--- src/rtl/breadboard_driver.sv ---
`timescale 1ns/1ps
`default_nettype none
// ============================================================================
//  Module      : breadboard_driver
//  Description : Sequential command issuer for the 4-bit BreadBoard ALU.
//                Takes one request on a valid/ready handshake, drives the ALU
//                pins for SETTLE cycles, captures result/error and returns
//                them on a second valid/ready handshake.
//                Optional feature macro: BREADBOARD_DRIVER_CHAIN_EN adds the
//                req_chain input (operand A taken from the last result).
//  Revision    : 1.0 - initial release
// ============================================================================
module breadboard_driver #(
    parameter int SETTLE = 2            // cycles alu_* is held before capture (1..15)
) (
    input  logic       clk,
    input  logic       rst,
    input  logic       req_valid,
    output logic       req_ready,
    input  logic [3:0] req_a,
    input  logic [3:0] req_b,
    input  logic [3:0] req_cmd,
`ifdef BREADBOARD_DRIVER_CHAIN_EN
    input  logic       req_chain,
`endif
    output logic [3:0] alu_a,
    output logic [3:0] alu_b,
    output logic [3:0] alu_cmd,
    input  logic [3:0] alu_result,
    input  logic       alu_error,
    output logic       rsp_valid,
    input  logic       rsp_ready,
    output logic [3:0] rsp_result,
    output logic       rsp_error,
    output logic [3:0] rsp_cmd
);

    localparam logic [3:0] SETTLE_LOAD = 4'(SETTLE - 1);

    localparam logic [3:0] CMD_NOP = 4'd0;
    localparam logic [3:0] CMD_ADD = 4'd1;
    localparam logic [3:0] CMD_SUB = 4'd2;

    typedef enum logic [1:0] {
        IDLE    = 2'd0,
        DRIVE   = 2'd1,
        CAPTURE = 2'd2,
        RESPOND = 2'd3
    } state_t;

    state_t     state;
    logic [3:0] settle_cnt;
    logic [3:0] operand_a;

    // Operand A source: the previous captured result when chaining, else req_a.
`ifdef BREADBOARD_DRIVER_CHAIN_EN
    assign operand_a = req_chain ? rsp_result : req_a;
`else
    assign operand_a = req_a;
`endif

    // Request/settle/capture/respond sequencer with all outputs registered.
    always_ff @(posedge clk) begin
        if (rst) begin
            state      <= IDLE;
            settle_cnt <= 4'd0;
            req_ready  <= 1'b0;
            alu_a      <= 4'd0;
            alu_b      <= 4'd0;
            alu_cmd    <= 4'd0;
            rsp_valid  <= 1'b0;
            rsp_result <= 4'd0;
            rsp_error  <= 1'b0;
            rsp_cmd    <= 4'd0;
        end else begin
            case (state)
                IDLE: begin
                    // req_ready is raised one cycle after reset and stays up
                    // until a request is taken.
                    req_ready <= 1'b1;
                    if (req_valid && req_ready) begin
                        alu_a      <= operand_a;
                        alu_b      <= req_b;
                        alu_cmd    <= req_cmd;
                        settle_cnt <= SETTLE_LOAD;
                        req_ready  <= 1'b0;
                        state      <= DRIVE;
                    end
                end
                DRIVE: begin
                    if (settle_cnt == 4'd0) begin
                        state <= CAPTURE;
                    end else begin
                        settle_cnt <= settle_cnt - 4'd1;
                    end
                end
                CAPTURE: begin
                    // Only ADD/SUB trust the ALU; other codes are resolved here.
                    if (alu_cmd == CMD_ADD || alu_cmd == CMD_SUB) begin
                        rsp_result <= alu_result;
                        rsp_error  <= alu_error;
                    end else if (alu_cmd == CMD_NOP) begin
                        rsp_result <= 4'd0;
                        rsp_error  <= 1'b0;
                    end else begin
                        rsp_result <= 4'd0;
                        rsp_error  <= 1'b1;
                    end
                    rsp_cmd   <= alu_cmd;
                    rsp_valid <= 1'b1;
                    state     <= RESPOND;
                end
                RESPOND: begin
                    if (rsp_ready) begin
                        rsp_valid <= 1'b0;
                        req_ready <= 1'b1;
                        state     <= IDLE;
                    end
                end
                default: begin
                    state <= IDLE;
                end
            endcase
        end
    end

endmodule
`default_nettype wire

--- config.mk ---
export PLATFORM = sky130hd
export DESIGN_NAME = breadboard_driver
export DESIGN_NICKNAME = d
export VERILOG_FILES = /design/src/rtl/breadboard_driver.sv
export SDC_FILE = /design/constraint.sdc
export NUM_CORES = 1
export LEC_CHECK = 0
export BUFFER_PORTS_ARGS = -buffer_cell sky130_fd_sc_hd__buf_2
export CORE_MARGIN = 4
export CORE_UTILIZATION = 38
export DETAILED_ROUTE_END_ITERATION = 6
export GPL_ROUTABILITY_DRIVEN = 0
export PLACE_DENSITY_LB_ADDON = 0.1
export SETUP_SLACK_MARGIN = 0.4
export SYNTH_ARGS = -nofsm -noshare
export SYNTH_HDL_FRONTEND = slang
export SYNTH_SLANG_ARGS = --single-unit
--- constraint.sdc ---
create_clock -name clk -period 3.25 [get_ports clk]
set_input_delay 0.1625 -clock clk [delete_from_list [all_inputs] [get_ports clk]]
set_output_delay 0.1625 -clock clk [all_outputs]
set_load 0.01 [all_outputs]
==> impl_metrics.ini <==
[critical_path]
arrival_ns = 2.04
r2r_cells = 5
critPathRequiredTime_ns = 3.51
cp_slowest_cell = nor3b_1
r2r_start = state[0]
r2r_slack_ns = 1.47
critPathLaunchType = flop
crit_buf_inv = 1
crit_type = reg -> reg
slowest_delay_ns = 0.55
cp_max_fo = 8
crit_chain = inv_1 -> ha_1 -> nor3b_1 -> a32oi_1 -> nor2_1
path_depth = 5
crit_family = simple AND/OR/NAND/NOR gates
regToRegEndpoint = rsp_result[2]
worstSetupEndpointType = flop

[job]
maxCapViolations = 0

[power]
power_w = 0.00118
leakagePower_nw = 0.728
power_density_nw_per_um2 = 722
ir_drop_uv = 302

[timing]
setup_viol_count_final = 0
relSlewSlack_pct = 61.7
holdWs_ns = 0.0574
final.period_utilization_pct = 54.8
rsz0062_at_grt = false
worst_clock_skew_ns = 0.0126
fmax_mhz = 562
finalMaxSlewViolations = 0
tightestPinTransition_ns = 0.573
period_needed_ns = 1.78
hold_viol = 0
setup-tns-final_ns = 0

[clocking]
htree_levels = 2
cts_tree = built
cts_setup_buffers = 0
cts_resized = 0
ctsHoldBuffers = 0
clockBufferDepth = 2
path_clk_slew_ns = 0.10
cts_buffers = 5
insertion_delay_ns = 0.33
clock-sinks = 29
cts_root_buf = clkbuf_4

[placed_design]
dp_hpwl_um = 2180
port_buffers = 43
placed_cells = 226

[global_routing]
grt_pass1_vias = 1121
grt_pass1_wl_um = 4850
grt_max_degree = 33
grt_util_all_layers_pct = 14.5
grt_overflow = 0
grt_antenna_before_repair = 0

[synthesis]
synth_top_area_share_pct = 44.4
synth_area_leader_cell = dfxtp_1
ys_top_cells_by_area = dfxtp_1, nand2_1, ha_1
avgSynthCellArea_sq_um = 9.08
synth_cells = 144
yosysWarnings = 0
syn_nets = 172
ys_types = 37
synth-seq-cells = 29
netlist_area_sq_um = 1310
synth_seq_area_share_pct = 44.4

[hold_path]
hold_end = alu_cmd[0]
hp-class = in -> reg
hold_depth = 3
hold_start = req_cmd[0]

[routing]
remaining_drc_errors = 0
wl_um = 2950
viasPerCell = 4.88
first_iter_violations = 38
first_pass_iters = 6
vias = 1142
ant_nets = 0
wl_per_cell_um = 12.6

[layout]
n_fill_cell = 364
area_growth_pct = 24.9
stdcell_count = 234
fin_nets = 215
drive_gt1_share_pct = 30.3
diodes = 0

[floorplan]
die_w_um = 66.7
core_sq_um = 3340
die_area_sq_um = 4440
start_util_pct = 39.2
io_pins = 44
die_h_um = 66.7
rows = 21

[status]
status = complete, no violations
[metal layers]
layer	share of wire (%)	vias up	global-route usage, %	routed length, um
li1	-	584	-	-
met1	47	525	17.6	1380
met2	46	31	22.6	1370
met3	6.5	2	6.24	192
met4	0.44	0	5.33	13
met5	0	-	0	0
[synthesized netlist by cell type]
cell       count
o22ai_1        1
buf_1          1
clkbuf_1       3
and3_2         1
o32ai_1        2
a21o_1         1
mux2_2         2
xor2_1         1
o31ai_1        1
buf_4          1
a311oi_1       1
buf_2          2
and2b_1        1
nor2_1        14
ha_1           7
a221oi_4       1
nor2b_1        1
a22o_1         1
nand3_1        1
o21bai_1       1
nand2_1       26
a21oi_1       13
nor3_1         2
nor4b_1        1
a2bb2oi_1      1
a21boi_4       1
nand2b_1       4
dfxtp_1       29
o21ai_0        1
or3b_4         1
nor3b_1        2
mux2i_1        6
inv_1          6
a211oi_1       1
a32oi_1        4
or4_1          1
a31o_2         1
[logic make-up (layout without fill, tap and decap cells)]
logic type,Yosys count,in the layout,synth area share (%)
xor+xnor,1,1,0.670
buf+inv,13,57,4.21
compound gates,31,31,18.3
flops,29,29,44.4
simple gates,55,55,19.4
mux,8,8,6.32
fa+ha+maj,7,7,6.70
[placed cells by master, fill, tap and decap left out, types with 2 or more instances in the layout]
master / instances
nor3b_1: 2
nand2b_1: 4
inv_1: 6
mux2_2: 2
nor2_1: 14
buf_2: 43
a32oi_1: 4
mux2i_1: 6
nor3_1: 2
nand2_1: 26
clkbuf_4: 5
dfxtp_1: 29
a21oi_1: 13
o32ai_1: 2
ha_1: 7
[where the power goes]
group	internal, W	switching [W]
clock network	0.000184	0.000124
registers	0.000407	0.0000443
logic	0.000188	0.000232
[worst max path at each step]
stage	to	slack, ns	start
after floorplan	settle_cnt[2]	1.72	state[0]
final	rsp_result[2]	1.47	state[0]
after CTS	rsp_result[2]	1.47	state[0]
after global routing	rsp_result[3]	1.19	state[0]
after global placement	rsp_result[2]	1.59	state[0]
after detailed placement	rsp_result[0]	1.49	state[0]
[metrics by stage]
step	setup slack, ns	utilization (%)	instance area, sq um
4_1_cts	1.47	48.9	1630
5_1_grt	1.19	48.9	1630
3_5_place_dp	1.49	46.4	1550
6_report	1.47	48.9	1630
3_3_place_gp	1.59	46.4	1550
2_1_floorplan	1.72	-	1310
[cell type report]
cell class | instances | area, sq um | share of cell area, %
sequential | 29 | 581 | 35.6
multi-input combinational | 102 | 672 | 41.1
clock buffer | 7 | 55.1 | 3.37
clock inverter | 1 | 30.0 | 1.84
inverter | 6 | 22.5 | 1.38
timing repair buffer | 43 | 215 | 13.2
tap | 46 | 57.6 | 3.52
[flip-flops by register name (all words and copies together) (netlist names)]
register	cells
alu_a	4
alu_b	4
alu_cmd	4
req_ready	1
rsp_cmd	4
rsp_error	1
rsp_result	4
rsp_valid	1
settle_cnt	4
state	2
[tightest hold or removal path: cells and delay by family]
kind | cells | cell delay (ns)
buffers and inverters | 1 | 0.10
AND/OR/NAND/NOR | 1 | 0.04
AO/OA/AOI/OAI | 1 | 0.05
Note: power is estimated with default switching activity, not from simulation.
